===== src/rtl/fft_bitrev_reorder.sv =====
// Bit-reversed to natural-order reorder buffer for the R22SDF FFT output, ping-pong over two banks.
// Optional macro FFT_REORDER_FRAME_ID_EN adds o_frame_id (frames fully emitted before the current one).
module fft_bitrev_reorder #(
  parameter int DWIDTH = 32,
  parameter int LOG_N  = 4
) (
  input  logic              clk,
  input  logic              reset,
  input  logic [DWIDTH-1:0] i_data,
  input  logic              i_valid,
  output logic [DWIDTH-1:0] o_data,
  output logic              o_valid,
  input  logic              i_ready,
  output logic [LOG_N-1:0]  o_index,
  output logic              o_last,
  output logic              o_overflow
`ifdef FFT_REORDER_FRAME_ID_EN
  ,
  output logic [7:0]        o_frame_id
`endif
);

  // Handshake: i_valid has no ready, so input is never stalled and samples that
  // find no free bank are dropped. On the output, a sample transfers on a rising
  // edge where o_valid && i_ready; o_data/o_index/o_last hold until that edge.

  localparam int N = 1 << LOG_N;
  localparam logic [LOG_N-1:0] LAST = '1;

  typedef enum logic {IDLE, READ} state_t;

  state_t             state, state_next;
  logic [DWIDTH-1:0]  mem [2][N];
  logic [LOG_N-1:0]   w_cnt, r_cnt;
  logic               w_bank, r_bank;
  logic [1:0]         full, full_next;
  logic               load, last_load, w_ok, w_take;
`ifdef FFT_REORDER_FRAME_ID_EN
  logic [7:0]         frame_cnt;
`endif

  function automatic logic [LOG_N-1:0] bitrev(input logic [LOG_N-1:0] v);
    logic [LOG_N-1:0] r;
    for (int i = 0; i < LOG_N; i++) r[i] = v[LOG_N-1-i];
    return r;
  endfunction

  // The output register only reloads when it is empty or being drained this cycle.
  always_comb begin
    state_next = state;
    load       = 1'b0;
    case (state)
      IDLE: begin
        if (full[r_bank] && (!o_valid || i_ready)) begin
          load       = 1'b1;
          state_next = READ;
        end
      end
      READ: begin
        if (!o_valid || i_ready) begin
          load = 1'b1;
          if (r_cnt == LAST) state_next = full[~r_bank] ? READ : IDLE;
        end
      end
      default: state_next = IDLE;
    endcase
  end

  // A bank released by the reader on this edge is already writable.
  always_comb begin
    last_load = load && (r_cnt == LAST);
    w_ok      = !full[w_bank] || (last_load && (r_bank == w_bank));
    w_take    = i_valid && w_ok;
    full_next = full;
    if (last_load) full_next[r_bank] = 1'b0;
    if (w_take && (w_cnt == LAST)) full_next[w_bank] = 1'b1;
  end

  always_ff @(posedge clk) begin
    if (w_take) mem[w_bank][bitrev(w_cnt)] <= i_data;
  end

  always_ff @(posedge clk) begin
    if (reset) begin
      state      <= IDLE;
      w_cnt      <= '0;
      r_cnt      <= '0;
      w_bank     <= 1'b0;
      r_bank     <= 1'b0;
      full       <= '0;
      o_data     <= '0;
      o_valid    <= 1'b0;
      o_index    <= '0;
      o_last     <= 1'b0;
      o_overflow <= 1'b0;
`ifdef FFT_REORDER_FRAME_ID_EN
      frame_cnt  <= '0;
      o_frame_id <= '0;
`endif
    end else begin
      state <= state_next;
      full  <= full_next;
      if (w_take) begin
        w_cnt <= w_cnt + 1'b1;
        if (w_cnt == LAST) w_bank <= ~w_bank;
      end
      if (i_valid && !w_ok) o_overflow <= 1'b1;
      if (load) begin
        o_data  <= mem[r_bank][r_cnt];
        o_index <= r_cnt;
        o_last  <= (r_cnt == LAST);
        o_valid <= 1'b1;
`ifdef FFT_REORDER_FRAME_ID_EN
        o_frame_id <= frame_cnt;
        if (last_load) frame_cnt <= frame_cnt + 1'b1;
`endif
        if (last_load) begin
          r_cnt  <= '0;
          r_bank <= ~r_bank;
        end else begin
          r_cnt <= r_cnt + 1'b1;
        end
      end else if (o_valid && i_ready) begin
        o_valid <= 1'b0;
      end
    end
  end

endmodule

===== config.mk =====
export PLATFORM = sky130hd
export DESIGN_NAME = fft_bitrev_reorder
export DESIGN_NICKNAME = d
export VERILOG_FILES = /design/src/rtl/fft_bitrev_reorder.sv
export SDC_FILE = /design/constraint.sdc
export NUM_CORES = 1
export LEC_CHECK = 0
export ABC_AREA = 0
export CAP_MARGIN = 10
export CORE_ASPECT_RATIO = 0.5
export CORE_UTILIZATION = 60
export DETAILED_ROUTE_END_ITERATION = 7
export PLACE_DENSITY = 0.86
export SLEW_MARGIN = 30
export SYNTH_ARGS = -nofsm -noshare
export SYNTH_HDL_FRONTEND = slang
export SYNTH_SLANG_ARGS = --single-unit

===== constraint.sdc =====
create_clock -name clk -period 6.05 [get_ports clk]
set_input_delay 1.21 -clock clk [delete_from_list [all_inputs] [get_ports clk]]
set_output_delay 1.21 -clock clk [all_outputs]
set_load 0.005 [all_outputs]

==> results of run 1 <==
cell families (layout without fill, tap and decap cells):
family / count (synthesis) / after routing
DFF: 1077 / 1077
muxes: 451 / 451
and+or+nand+nor: 252 / 252
AOI/OAI and AO/OA: 188 / 188
buffers and inverters: 131 / 326
adders and majority gates: 5 / 5
xor gates and xnor gates: 4 / 4
routing by layer:
layer,part of all wire [%],track usage [%],vias up,routed length [um]
met4,6.6,16.49,0,7577
met2,46,50.12,2475,52890
li1,-,-,8860,-
met1,32,41.79,11360,36840
met5,0,0,-,0
met3,15,7.631,533,16850
layout make-up:
cell class | instances | area (um2)
clock buffer | 112 | 2436
clock inverter | 53 | 590.6
fill | 3484 | 20390
inverter | 5 | 18.77
multi-input combinational | 900 | 9176
sequential | 1077 | 31820
tap | 897 | 1122
timing repair buffer | 156 | 2016
cells in the final DEF (no fill, tap or decap), types with 5 or more instances in the layout:
| master | instances |
|---|---|
| edfxtp_1 | 1024 |
| mux2_2 | 256 |
| clkbuf_16 | 91 |
| buf_4 | 44 |
| clkbuf_1 | 13 |
| a21oi_1 | 14 |
| mux4_2 | 128 |
| bufinv_16 | 13 |
| ha_1 | 5 |
| clkbuf_8 | 8 |
| dfxtp_1 | 50 |
| buf_12 | 8 |
| nor2_1 | 42 |
| nor2_4 | 31 |
| nor4_1 | 32 |
| o22ai_1 | 160 |
| clkdlybuf4s50_1 | 69 |
| buf_16 | 29 |
| nand2_1 | 24 |
| mux2i_1 | 67 |
| clkinv_1 | 16 |
| o21ai_0 | 7 |
| buf_2 | 5 |
| clkinv_2 | 18 |
| nor3_1 | 96 |
power groups by stage:
stage | Clock (mW) | Sequential (mW) | Combinational, mW
after global placement | 0 | 8.35 | 0.266
after floorplan | 0 | 8.36 | 0.0707
after CTS | 6.07 | 8.19 | 0.293
after global routing | 6.35 | 8.19 | 0.312
final | 6.13 | 8.19 | 0.309
after detailed placement | 0 | 8.36 | 0.286
metrics by stage:
step / setup WS (ns) / cell area, um2
5_1_grt: 1.854 / 47180
3_3_place_gp: 1.618 / 43330
3_5_place_dp: 1.553 / 43990
4_1_cts: 1.921 / 47010
6_report: 1.856 / 47180
2_1_floorplan: 2.204 / 41410
worst max-delay path by stage:
| stage | startpoint | endpoint | slack (ns) | depth (start not counted) |
|---|---|---|---|---|
| after global placement | i_ready | mem[0][505] | 1.62 | 6 |
| after detailed placement | i_ready | mem[0][314] | 1.55 | 6 |
| after global routing | r_cnt[1] | mem[0][346] | 1.85 | 7 |
| after floorplan | i_ready | mem[1][384] | 2.20 | 5 |
| after CTS | r_cnt[1] | mem[0][386] | 1.92 | 6 |
| final | r_cnt[1] | mem[0][346] | 1.86 | 7 |
critical path: cells and delay by family, from the launching register on:
| family | cells | cell delay (ns) |
|---|---|---|
| AOI/OAI and AO/OA | 2 | 0.80 |
| buffers and inverters | 1 | 0.25 |
| adders and majority gates | 1 | 0.36 |
| DFF | 1 | 0.87 |
| and+or+nand+nor | 3 | 1.55 |
registers in the layout, indices dropped and copies added, names as in the netlist, named ones only:
| register | flops |
|---|---|
| o_index | 4 |
| full | 2 |
| o_data | 32 |
| r_bank | 1 |
| w_cnt | 4 |
| state | 1 |
| o_valid | 1 |
| w_bank | 1 |
| o_last | 1 |
| mem | 1024 |
| o_overflow | 1 |
| r_cnt | 4 |
==> summary.md, run 1 <==
| Metric | Value |
|---|---|
| Antenna fix cells | 0 |
| TritonCTS Sinks | 1,077 |
| Routed wire per std cell | 35.68 um |
| H-tree levels | 3 |
| CTS Buffer Depth | 3 |
| Hold Path Class | register to register |
| Async S/R FF share, synth | 0% |
| Pins Over Slew Limit | 0 |
| DR iter-0 viols | 4,231 |
| Detailed placement HPWL | 59,910 um |
| Detailed Route WL | 114,200 um |
| Crit path max-delay cell type | dfxtp_4 |
| Post-synthesis mux area share | 15.54% |
| Req. time, crit path | 6.39 ns |
| Area grow syn2layout | 13.95% |
| Fraction of the mapped netlist area in compound gates | 2.831% |
| Initial Util | 61.28% |
| Die width | 373.5 um |
| Max incr delay on CP | 0.87 ns |
| Post-CTS Setup Inserts | 0 |
| Hold Crit Start | o_index[3] |
| Clock transition at path regs | 0.07 ns |
| Cell Chain, Critical Path | ha_1 > nand3_1 > a2111oi_4 > o21a_1 > nand2_1 > nor2_4 > buf_16 |
| Count leader, synth | edfxtp_1 |
| TritonCTS Buffers | 89 |
| Final non-filler cell total | 3,200 |
| EDFF count, synth | 1,024 |
| Cell depth of the worst flop-to-flop path | 7 |
| Final routed DRC violation total | 0 |
| DRT Pass-1 Iters | 8 |
| Most frequently used flop master after synthesis | edfxtp_1 |
| Logic pwr share | 2.1% |
| Initial antenna violation count | 3 |
| Status | finished clean |
| Nets | 2,270 |
| Fraction of layout cells with a size suffix above 1 | 28.44% |
| Final hold violation count | 0 |
| Ports | 75 |
| Worst-skew pair later-pin latency | 0.67 ns |
| Gp weighted congestion | 0.8582 |
| Critical path class | register to register |
| Placed insts | 3,029 |
| Maximum Capacitance Violations | 0 |
| Post-CTS sizing | 0 |
| Root Driver | clkbuf_16 |
| FF+latch count, synth | 1,077 |
| Sw Share | 20.20% |
| Power Total | 14.63 mW |
| RSZ-0062 raised after global routing | false |
| Gr usage total | 31.79% |
| Least-Margin Pin Slew | 0.9928 ns |
| Worst Path Arrival | 4.53 ns |
| Clock power frac | 41.9% |
| Critical R2R Launch | r_cnt[1] |
| Largest family of logic cells by synthesized area | multiplexers |
| Nature of the critical path startpoint | register |
| CTS Hold Bufs | 0 |
| Power per cell area | 310.2 mW/mm2 |
| Hold path cells | 2 |
| Register-to-Register Setup Slack | 1.86 ns |
| Internal cell power | 11.68 mW |
| Critical-path maximum fanout | 34 |
| Mapped cell area | 0.04141 mm2 |
| Drt via density | 7.258 |
| Post-synth top area share | 74.26% |
| VDD IR max | 0.2308 mV |
| Die Area | 0.07013 mm2 |
| IO buf count | 74 |
| Slew headroom | 33.71% |
| Hold EP | o_index[3] |
| Core area | 0.06757 mm2 |
| Net Count, Synth | 2,149 |
| Tcrit/Tclk final | 69.33% |
| Die Y | 187.8 um |
| Number of distinct library cells after synthesis | 35 |
| Worst setup EP type | register |
| Synth warn | 0 |
| Row cnt | 67 |
| Pin count of the biggest net entering global routing | 78 |
| Leading area contributor after synthesis | edfxtp_1 |
| Worst R2R End | mem[0][346] |
| Hold_ws | 0.4847 ns |
| Global route overflow | 0 |
| Final core occ | 69.83% |
| Synth top area cells | edfxtp_1 (74%), mux2_2 (7.0%), mux4_2 (7.0%) |
| Vias in the first global route | 23,020 |
| First-pass GRT wire length | 159,500 um |
| Mapped Cells | 2,108 |
| Min Tclk post-route | 4.194 ns |
| Area share of xor/xnor cells in the synthesized design | 0.08461% |
| Flop pwr share | 56.0% |
| Adder-cell share of the synthesized area | 0.1511% |
| Antenna Nets Post-Route | 0 |
| Simple logic cell fraction of the synthesized area | 2.919% |
| Register area share after synthesis | 76.83% |
| Fin Clk Skew | 0.03698 ns |
| Total number of vias | 23,230 |
| Final Setup Violations | 0 |
| Static Leakage | 14.32 nW |
| Post-Syn Area per Cell | 19.64 um2 |
| Sw power | 2.956 mW |
| Top achievable clock speed | 0.2384 GHz |
| Setup TNS | 0 ns |
| Synth cell count leaders | edfxtp_1 (1,024), mux2_2 (256), o22ai_1 (160) |
| CTS tree | yes |
(Power assumes the default switching activity.)
==> inputs of run 2 (changes only) <==
clock period = 4.35 ns   (was 6.05 ns; I/O delays follow)
==> summary.md, run 2 (synthesis results as in run 1) <==
| Metric | Value |
|---|---|
| Status | finished clean |
| Final core occ | 69.01% (-0.82 points) |
| Final hold violation count | 0 (unchanged) |
| H-tree levels | 3 (unchanged) |
| Static Leakage | 14.23 nW (-0.58%) |
| Pin count of the biggest net entering global routing | 137 (+76%) |
| Initial antenna violation count | 2 (-1) |
| Nature of the critical path startpoint | register |
| DRT Pass-1 Iters | 7 (-1) |
| Tcrit/Tclk final | 76.05% (+6.7 points) |
| VDD IR max | 0.3015 mV (+31%) |
| Worst setup EP type | register |
| Die Area | 0.07013 mm2 (unchanged) |
| Worst Path Arrival | 3.59 ns (-0.94 ns) |
| Detailed Route WL | 106,800 um (-6.5%) |
| Max FFs per register | 1,024 (unchanged) |
| Vias in the first global route | 22,800 (-0.96%) |
| Req. time, crit path | 4.63 ns (-1.76 ns) |
| CTS tree | yes |
| DP Worst Slack | 0.5480 ns (-1.005 ns) |
| Cell Chain, Critical Path | nand3_1 > a2111oi_4 > o21a_1 > nand2_1 > nor2_4 > buf_4 |
| Final worst-path setup slack | 1.042 ns (-0.8137 ns) |
| Met3 Use GR | 7.007% (-0.62 points) |
| Clock transition at path regs | 0.06 ns (about the same) |
| Row cnt | 67 (unchanged) |
| Hold path cells | 2 (unchanged) |
| Antenna fix cells | 0 (unchanged) |
| Maximum Capacitance Violations | 0 (unchanged) |
| Gr busiest metal | met2 |
| Hold Path Class | register to register |
| Final Setup Violations | 0 (unchanged) |
| Setup TNS | 0 ns (unchanged) |
| CTS Buffer Depth | 3 (unchanged) |
| Sw Share | 20.05% (-0.15 points) |
| Pins Over Slew Limit | 0 (unchanged) |
| Post-route design area | 0.04663 mm2 (-1.2%) |
| Power per cell area | 429.6 mW/mm2 (+39%) |
| Final routed DRC violation total | 0 (unchanged) |
| Routed wire per std cell | 33.16 um (-7.0%) |
| Fin Clk Skew | 0.02234 ns (-0.01464 ns) |
| Fraction of layout cells with a size suffix above 1 | 29.14% (+0.70 points) |
| CTS Hold Bufs | 0 (unchanged) |
| Detailed placement HPWL | 57,270 um (-4.4%) |
| Total number of vias | 22,840 (-1.7%) |
| Crit path max-delay cell type | dfxtp_1 |
| Hold_ws | 0.4672 ns (-0.01751 ns) |
| Post-CTS Setup Inserts | 0 (unchanged) |
| Biggest regs | mem x1024, o_data x32 |
| Root Driver | clkbuf_16 |
| Min Tclk post-route | 3.308 ns (-0.8863 ns) |
| Global route overflow | 0 (unchanged) |
| First-pass GRT wire length | 154,100 um (-3.4%) |
| TritonCTS Buffers | 90 (+1.1%) |
| Antenna Nets Post-Route | 0 (unchanged) |
| Grt met2 use | 48.33% (-1.8 points) |
| Least-Margin Pin Slew | 0.9631 ns (-0.02973 ns) |
| Drt via density | 7.093 (-2.3%) |
| Flop pwr share | 56.9% (+0.9 points) |
| Worst-skew pair later-pin latency | 0.67 ns (about the same) |
| Initial Util | 61.28% (unchanged) |
| Logic pwr share | 1.9% (-0.2 points) |
| Post-CTS sizing | 0 (unchanged) |
| Nets | 2,291 (+0.93%) |
| TritonCTS Sinks | 1,077 (unchanged) |
| Slew headroom | 35.79% (+2.1 points) |
| Most common cell after layout, fill and taps aside | edfxtp_1 |
| Clock power frac | 41.2% (-0.7 points) |
| Most frequent cells in the layout | edfxtp_1 (1,024), mux2_2 (256), o22ai_1 (160) |
| GR Util met1 | 40.13% (-1.7 points) |
| Internal cell power | 16.02 mW (+37%) |
| DR iter-0 viols | 3,835 (-9.4%) |
| Critical path class | register to register |
| Cell depth of the worst flop-to-flop path | 6 (-1) |
| Placement Cell Area | 0.04371 mm2 (-0.62%) |
| Die Y | 187.8 um (unchanged) |
| Ports | 75 (unchanged) |
| Top achievable clock speed | 0.3023 GHz (+27%) |
| Critical-path maximum fanout | 32 (-5.9%) |
| Die width | 373.5 um (unchanged) |
| RSZ-0062 raised after global routing | false |
| Sw power | 4.018 mW (+36%) |
| Max incr delay on CP | 0.56 ns (-0.31 ns) |
| Reg with most FFs | mem |
| Core area | 0.06757 mm2 (unchanged) |
| Area grow syn2layout | 12.61% |
| IO buf count | 74 (unchanged) |
| Gr usage total | 30.59% (-1.2 points) |
| Gp weighted congestion | 0.8656 (+0.86%) |
## run 2: cell count changes in the layout (fill, tap and decap cells not counted), moves of 2 or more
cell,previous run,this run
buf_16,29,0
clkinv_1,16,20
buf_4,44,91
buf_12,8,11
inv_6,4,2
buf_2,5,17
clkbuf_1,13,19
clkbuf_8,8,2
clkbuf_16,91,93
bufinv_16,13,10
clkdlybuf4s50_1,69,57
## run 2: power groups by stage
stage                     sequential (mW)  combinational (mW)  clock, mW
after floorplan                      11.6              0.0983          0
after global placement               11.6               0.348          0
after detailed placement             11.6               0.363          0
after CTS                            11.4               0.373       8.24
after global routing                 11.4               0.390       8.62
final                                11.4               0.384       8.25
## run 2: final timing paths
check | startpoint | endpoint | slack, ns
setup / recovery | r_cnt[3] | mem[1][268] | 1.04
hold / removal | o_index[2] | o_index[2] | 0.47
setup reg to reg | r_cnt[3] | mem[1][268] | 1.04
hold reg to reg | o_index[2] | o_index[2] | 0.47
## run 2: final cells by class
cell class              instances  area, um2
fillers                      3568      20940
inverters                       5      18.77
flip-flops and latches       1077      31820
repair buffers                176       1559
clock buffers                 114       2426
clock inverters                51      493.0
well taps                     897       1122
multi-input cells             900       9186
## run 2: routing by layer
metal  share of wire (%)  vias to the layer above  wire [um]
li1                    -                     8881          -
met1                  34                    11340      35980
met2                  47                     2141      50000
met3                  13                      477      13870
met4                 6.5                        4       6905
met5               0.025                        -         27
## run 2: critical path, delay by kind of cell (launching register included)
family                 cells  cell delay [ns]
buffers and inverters      1             0.50
DFF                        1             0.56
and+or+nand+nor            3             1.07
AOI/OAI and AO/OA          2             0.78
## run 2: stage by stage
step                      instances  total power [mW]
after floorplan                2108             11.72
after global placement         3055             11.97
after detailed placement       3055             11.99
after CTS                      3220             20.01
after global routing           3220             20.40
final                          3220             20.03
